## src/rtl/mavg3_window_if.sv

```systemverilog
// Sample-in / sum-out handshake bundle for mavg3_window.
// sat_flag exists only when MAVG3_SAT_EN is defined.
interface mavg3_window_if #(
  parameter int DATA_W = 14
) ();
  logic              in_valid;
  logic              in_ready;
  logic [DATA_W-1:0] in_data;
  logic              flush;
  logic              out_valid;
  logic              out_ready;
  logic [15:0]       out_sum;
`ifdef MAVG3_SAT_EN
  logic              sat_flag;
`endif

  modport master (
    output in_valid, in_data, flush, out_ready,
    input  in_ready, out_valid, out_sum
`ifdef MAVG3_SAT_EN
    , input sat_flag
`endif
  );

  modport slave (
    input  in_valid, in_data, flush, out_ready,
    output in_ready, out_valid, out_sum
`ifdef MAVG3_SAT_EN
    , output sat_flag
`endif
  );
endinterface

```

## src/rtl/mavg3_window.sv

```systemverilog
// Sliding 3-sample window sum (input to the div-by-3 stage), one output register.
// Optional MAVG3_SAT_EN: saturate sums above 16'hFFFF and add a sticky sat_flag.
module mavg3_window #(
  parameter int DATA_W = 14
) (
  input  logic           clk,
  input  logic           rst_n,
  mavg3_window_if.slave  bus
);

  typedef enum logic [1:0] {W0, W1, W2, FULL} fill_t;

  fill_t             state_q, state_d;
  // The oldest sample leaves the window on the same shift that would store it,
  // so only the two most recent samples are ever needed for the next sum.
  logic [DATA_W-1:0] s0_q, s1_q;
  logic              out_valid_q;
  logic [15:0]       out_sum_q;
  logic              accept;
  logic              load;
  logic [15:0]       sum_val;

  // rst_n gates in_ready so upstream never sees a handshake while held in reset.
  assign bus.in_ready  = rst_n && !bus.flush && (!out_valid_q || bus.out_ready);
  assign accept        = bus.in_valid && bus.in_ready;
  assign bus.out_valid = out_valid_q;
  assign bus.out_sum   = out_sum_q;

`ifdef MAVG3_SAT_EN
  logic [17:0] sum_ext;
  logic        sat_hit;
  logic        sat_q;

  always_comb begin
    sum_ext = 18'(bus.in_data) + 18'(s0_q) + 18'(s1_q);
    sat_hit = |sum_ext[17:16];
    sum_val = sat_hit ? 16'hFFFF : sum_ext[15:0];
  end

  always_ff @(posedge clk or negedge rst_n) begin
    if (!rst_n)               sat_q <= 1'b0;
    else if (bus.flush)       sat_q <= 1'b0;
    else if (load && sat_hit) sat_q <= 1'b1;
  end

  assign bus.sat_flag = sat_q;
`else
  // Bits above 15 of the widened sum are discarded anyway, so a 16-bit add gives
  // the identical mod-2^16 result.
  assign sum_val = 16'(bus.in_data) + 16'(s0_q) + 16'(s1_q);
`endif

  // NOTE: every output of this block gets a default first; a path that leaves a
  // variable unassigned would otherwise infer a latch.
  always_comb begin
    state_d = state_q;
    load    = 1'b0;
    if (bus.flush) begin
      state_d = W0;
    end else if (accept) begin
      unique case (state_q)
        W0:   state_d = W1;
        W1:   state_d = W2;
        W2:   begin state_d = FULL; load = 1'b1; end
        FULL: begin state_d = FULL; load = 1'b1; end
        default: state_d = W0;
      endcase
    end
  end

  // NOTE: sequential state uses non-blocking assignments so every register
  // samples pre-edge values; the sum above relies on pre-shift s0/s1.
  always_ff @(posedge clk or negedge rst_n) begin
    if (!rst_n) state_q <= W0;
    else        state_q <= state_d;
  end

  always_ff @(posedge clk or negedge rst_n) begin
    if (!rst_n) begin
      s0_q <= '0;
      s1_q <= '0;
    end else if (bus.flush) begin
      s0_q <= '0;
      s1_q <= '0;
    end else if (accept) begin
      s1_q <= s0_q;
      s0_q <= bus.in_data;
    end
  end

  // Load wins over pop, which gives one result per clock when both happen.
  always_ff @(posedge clk or negedge rst_n) begin
    if (!rst_n) begin
      out_valid_q <= 1'b0;
      out_sum_q   <= 16'd0;
    end else if (load) begin
      out_valid_q <= 1'b1;
      out_sum_q   <= sum_val;
    end else if (out_valid_q && bus.out_ready) begin
      out_valid_q <= 1'b0;
    end
  end

endmodule

```

## src/flat_wrapper.sv

```systemverilog
// flat-port wrapper written by rule: the top's interface ports become plain ports
module mavg3_window_flat 
#(
  parameter int DATA_W = 14
)
  (clk, rst_n, bus_in_valid, bus_in_data, bus_flush, bus_out_ready, bus_in_ready, bus_out_valid, bus_out_sum);
  mavg3_window_if #(.DATA_W(DATA_W)) bus_i ();
  input  logic clk;
  input  logic rst_n;
  input wire logic [$bits(bus_i.in_valid)-1:0] bus_in_valid;
  input wire logic [$bits(bus_i.in_data)-1:0] bus_in_data;
  input wire logic [$bits(bus_i.flush)-1:0] bus_flush;
  input wire logic [$bits(bus_i.out_ready)-1:0] bus_out_ready;
  output wire logic [$bits(bus_i.in_ready)-1:0] bus_in_ready;
  output wire logic [$bits(bus_i.out_valid)-1:0] bus_out_valid;
  output wire logic [$bits(bus_i.out_sum)-1:0] bus_out_sum;
  assign bus_i.in_valid = bus_in_valid;
  assign bus_i.in_data = bus_in_data;
  assign bus_i.flush = bus_flush;
  assign bus_i.out_ready = bus_out_ready;
  assign bus_in_ready = bus_i.in_ready;
  assign bus_out_valid = bus_i.out_valid;
  assign bus_out_sum = bus_i.out_sum;
  mavg3_window #(.DATA_W(DATA_W)) u_core (.clk(clk), .rst_n(rst_n), .bus(bus_i));
endmodule
```

## config.mk

```make
export PLATFORM = sky130hd
export DESIGN_NAME = mavg3_window_flat
export DESIGN_NICKNAME = d
export VERILOG_FILES = /design/src/rtl/mavg3_window_if.sv /design/src/rtl/mavg3_window.sv /design/src/flat_wrapper.sv
export SDC_FILE = /design/constraint.sdc
export NUM_CORES = 1
export LEC_CHECK = 0
export BUFFER_PORTS_ARGS = -buffer_cell sky130_fd_sc_hd__buf_2
export CORE_MARGIN = 2
export CORE_UTILIZATION = 35
export CTS_BUF_LIST = sky130_fd_sc_hd__clkbuf_8
export CTS_CLUSTER_SIZE = 20
export DETAILED_ROUTE_END_ITERATION = 6
export GPL_TIMING_DRIVEN = 0
export PLACE_DENSITY = 0.6
export SETUP_SLACK_MARGIN = 0.2
export SLEW_MARGIN = 5
export SYNTH_ARGS = -nofsm -noshare
export SYNTH_HDL_FRONTEND = slang
export SYNTH_SLANG_ARGS = --single-unit
export TNS_END_PERCENT = 100
```

## constraint.sdc

```tcl
create_clock -name clk -period 6.55 [get_ports clk]
set_input_delay 1.6375 -clock clk [delete_from_list [all_inputs] [get_ports clk]]
set_output_delay 1.6375 -clock clk [all_outputs]
set_load 0.03 [all_outputs]
```

# Yosys cells after proc, flatten, opt, wreduce, memory -nomap -nowiden
# Cells that the tools add are included.
[totals]
register_bits = 47
[op_classes]
n_addsub = 2
n_eq_ne = 3
mux = 12
n_reduce_logical = 11
[op_table]
columns = ["cell", "n"]
rows = [
  ["14-bit two-way mux", 4],
  ["16-bit by 14-bit adder with 16-bit output", 1],
  ["14-bit by 14-bit adder with 15-bit output", 1],
  ["2-bit one-hot mux with 3 select lines", 1],
  ["1-bit two-way mux", 5],
  ["2-bit == test, second input constant", 2],
  ["1-bit logical AND", 4],
  ["2-bit two-way mux", 2],
  ["2-bit nonzero test", 2],
  ["2-bit by 1-bit == test with 1-bit output, second input constant", 1],
  ["1-bit logical NOT", 2],
  ["2-bit logical NOT", 1],
  ["2-bit OR reduction", 1],
  ["1-bit logical OR", 1],
]

# Depth between registers and ports, before layout
[logic_depth]
depth_word = 7
depth_mapped = 16
mapped_depth_nobuf = 16

# Worst setup path after synthesis
# Ideal clock, no wire load.
[synth_path]
kind = "input to register"
startpoint = "input bus_in_data[0]"
endpoint = "register u_core.out_sum_q[13] (netlist: u_core.bus.out_sum[13])"
setup_ns = 0.127
arrival_ns = 4.288
t_required_ns = 6.423
path_slack_ns = 2.135
path_stages = 16
cell_sequence = "ha_1 > inv_1 > fa_1 > nand2b_1 > a211oi_2 > o21a_1 > o21ai_0 > nor2b_1 > xnor2_1 > ha_1 > nand2_1 > nor3b_1 > a31oi_1 > and4_1 > a2111oi_2 > o21ai_1"
[synth_between]
elab_chain_len = 2
[synth_lines]
columns = ["element", "line_no", "rtl"]
rows = [
  ["start, declared", "flat_wrapper.sv:11", "input wire logic [$bits(bus_i.in_data)-1:0] bus_in_data;"],
  ["14-bit by 14-bit adder with 15-bit output", "mavg3_window.sv:50", "assign sum_val = 16'(bus.in_data) + 16'(s0_q) + 16'(s1_q);"],
  ["16-bit by 14-bit adder with 16-bit output", "mavg3_window.sv:50", ""],
  ["end signal, assigned", "mavg3_window.sv:98", "out_sum_q <= sum_val;"],
  ["end, declared", "mavg3_window.sv:18", "logic [15:0] out_sum_q;"],
]
# Every way passes these cells.
# A chain may end at the register's enable or synchronous reset.

# Worst setup path in the final report
# Ends and elaborated chain as after synthesis.

==> flow_metrics.tcl <==
set metrics [dict create \
    antenna_cells 0 \
    grt_max_degree 50 \
    hold_class "reg -> reg" \
    path_class "in -> reg" \
    syn-cell-area_um2 3278 \
    drt_iter0_markers 83 \
    worstMarginPinSlew_ns 1.066 \
    grt.overflow.total 0 \
    initial_core_util 0.3582 \
    io_pins 37 \
    cts.clk_slew.worst_paths_ns 0.09 \
    grt_pass1_vias 2768 \
    reg2reg_setup_slack_ns 2.93 \
    cts_tree "built" \
    firstDrtPassIters 4 \
    syn_nets 427 \
    grt_usage 0.1558 \
    p_per_area_nw_per_um2 202.9 \
    ys_seq_elements 47 \
    cts_buffer_depth 2 \
    vias_per_cell 5.149 \
    port-buffer-count 36 \
    synth-seq-area-share 0.3588 \
    ant_nets 0 \
    slew_headroom 0.2894 \
    hold_ws_ns 0.4781 \
    die_w_um 100.8 \
    n_fill_cell 922 \
    synth_most_common_cell "nand2_1" \
    antenna_found_initial 0 \
    cts.root.buffer_cell "clkbuf_8" \
    place_hpwl_um 5766 \
    nets 470 \
    critPathCaptureType "flip-flop" \
    drv_slew 0 \
    h-tree-depth 2 \
    num_vias 2734 \
    wl_per_cell_um 13.96 \
    async_reset_ff_frac 1.000 \
    cts_resized 0 \
    whs_path_depth 2 \
    layout.cells.non_filler 531 \
    fin_crit_sh 0.7117 \
    cp_data_arrival_time_ns 4.85 \
    die_area_um2 10160 \
    power_leakage_nw 1.758 \
    finalHoldViolCount 0 \
    syn_to_final_growth_pct 13.32 \
    power_w 0.0007538 \
    reg2regPathDepth 16 \
    netlist.area_leader.share 0.3588 \
    rsz0062_at_grt "false" \
    ir_drop_uv 77.98 \
    synth.lib_cells_used.distinct 48 \
    yosysWarnings 0 \
    hold_buffers 0 \
    die_h_um 100.8 \
    totalWireLength_um 7413 \
    critPathLaunchType "input port" \
    synthTopCellsByCount "54 x nand2_1, 47 x dfrtp_1, 44 x o21ai_0" \
    setup-tns-final_ns 0 \
    finalSetupViolCount 0 \
    crit_required_ns 6.74 \
    cts_setup_buffers 0 \
    gp_congestion 0.9259 \
    max-cap-violations 0 \
    yosys-top-cells-area "dfrtp_1 36%, ha_1 11%, o21ai_0 6.7%" \
    grt_pass1_wl_um 12650 \
    synthFlopType "dfrtp_1" \
    post-synth-top-area-cell "dfrtp_1" \
    period_needed_ns 4.662 \
    layout-drive-gt1-share 0.1500 \
    row_count 35 \
    clk_latency_ns 0.30 \
    dp_cells 523 \
    drc_errors 0 \
    skew_ns 0.008499 \
    core_area_um2 9153 \
    syn_area_per_cell_um2 8.718 \
    cp_max_fo 5 \
    synth_edf_count 0 \
    synth_cells 376 \
    cts-buffers-inserted 5 \
    clock.fmax_ghz 0.2145 \
    clock-sinks 47 \
    outcome "finished, final reports clean" \
]
==> worst paths after layout <==
check,startpoint,to
min in group asynchronous,rst_n,u_core.s0_q[6]$_DFFE_PN0P_
hold reg to reg,u_core.bus.out_sum[5]$_DFFE_PN0P_,u_core.bus.out_sum[5]$_DFFE_PN0P_
hold / removal,u_core.bus.out_sum[5]$_DFFE_PN0P_,u_core.bus.out_sum[5]$_DFFE_PN0P_
max in group asynchronous,rst_n,u_core.bus.out_sum[10]$_DFFE_PN0P_
setup reg to reg,u_core.s0_q[0]$_DFFE_PN0P_,u_core.bus.out_sum[13]$_DFFE_PN0P_
setup / recovery,bus_in_data[0],u_core.bus.out_sum[13]$_DFFE_PN0P_
==> power by group <==
part / total, W / switching, W / internal (W) / leakage [nW]
Combinational: 0.000208 / 0.000129 / 0.0000785 / 1.05
Clock: 0.000226 / 0.000102 / 0.000124 / 0.0612
Sequential: 0.000320 / 0.0000113 / 0.000309 / 0.643
Total: 0.000754 / 0.000243 / 0.000511 / 1.76
==> per-stage QoR <==
step	instance area [µm²]	setup slack, ns	utilization
5_1_grt	3715	1.601	0.4059
6_report	3715	1.888	0.4059
3_5_place_dp	3597	1.553	0.3930
3_3_place_gp	3597	1.601	0.3930
4_1_cts	3715	1.798	0.4059
2_1_floorplan	3278	2.135	-
==> sequential cells by signal, summed over array words and instances, names as in the netlist <==
| name | flops |
|---|---|
| u_core.bus.out_sum | 16 |
| u_core.s1_q | 14 |
| u_core.bus.out_valid | 1 |
| u_core.state_q | 2 |
| u_core.s0_q | 14 |
==> layer usage <==
layer  GRT usage  wire length (µm)
met3     0.02566               256
met2      0.2626              3483
met1      0.2040              3588
met5           0                 0
met4     0.04953                85
==> cells in the final DEF (no fill, tap or decap), types with 2 or more instances in the layout <==
| cell | Yosys | final |
|---|---|---|
| nand2_1 | 54 | 54 |
| dfrtp_1 | 47 | 47 |
| o21ai_0 | 44 | 44 |
| buf_2 | 4 | 40 |
| nand2b_1 | 30 | 30 |
| ha_1 | 30 | 30 |
| a21oi_1 | 23 | 23 |
| nor2_1 | 22 | 22 |
| xnor2_1 | 12 | 12 |
| nor3_1 | 11 | 11 |
| inv_1 | 9 | 9 |
| xor2_1 | 9 | 9 |
| o21ai_1 | 7 | 7 |
| a21o_1 | 6 | 6 |
| nand3_1 | 6 | 6 |
| clkbuf_1 | 6 | 6 |
| clkbuf_8 | 0 | 6 |
| nor2b_1 | 4 | 4 |
| o21a_1 | 4 | 4 |
| a31oi_1 | 4 | 4 |
| o31ai_1 | 4 | 4 |
| a211oi_1 | 3 | 3 |
| a211oi_2 | 2 | 2 |
| a311oi_1 | 2 | 2 |
| nand3b_1 | 2 | 2 |
| a21boi_0 | 2 | 2 |
| nor3b_1 | 2 | 2 |
| o21bai_1 | 2 | 2 |
| nor4_1 | 2 | 2 |
| or2_2 | 2 | 2 |
| mux2_2 | 2 | 2 |
| fa_1 | 2 | 2 |
==> kinds of logic after synthesis <==
kind of cell	Yosys count	share of synthesized area
adder cells (fa/ha/maj)	32	0.1267
buffers and inverters	21	0.02901
multiplexers	3	0.01145
XOR/XNOR	21	0.05611
AO/OA/AOI/OAI	110	0.2061
AND/OR/NAND/NOR	142	0.2118
flip-flops	47	0.3588
==> final cells by class <==
type / count / area, µm² / share of cell area
clock inverter: 2 / 35.03 / 0.009431
sequential: 47 / 1176 / 0.3166
buffer: 12 / 61.31 / 0.01650
inverter: 9 / 33.78 / 0.009094
clock buffer: 6 / 82.58 / 0.02223
timing repair buffer: 36 / 180.2 / 0.04850
multi-input combinational: 308 / 2007 / 0.5402
tap: 111 / 138.9 / 0.03739
==> critical path, cell delays in order <==
cell	delay (ns)
buf_2	0.09
ha_1	0.16
inv_1	0.05
fa_1	0.40
nand2b_1	0.19
a211oi_2	0.29
o21a_1	0.17
o21ai_0	0.09
nor2b_1	0.16
xnor2_1	0.16
ha_1	0.39
nand2_1	0.14
nor3b_1	0.24
a31oi_1	0.10
and4_1	0.23
a2111oi_2	0.23
o21ai_1	0.10
No activity file was read; power rests on OpenSTA's default activity.
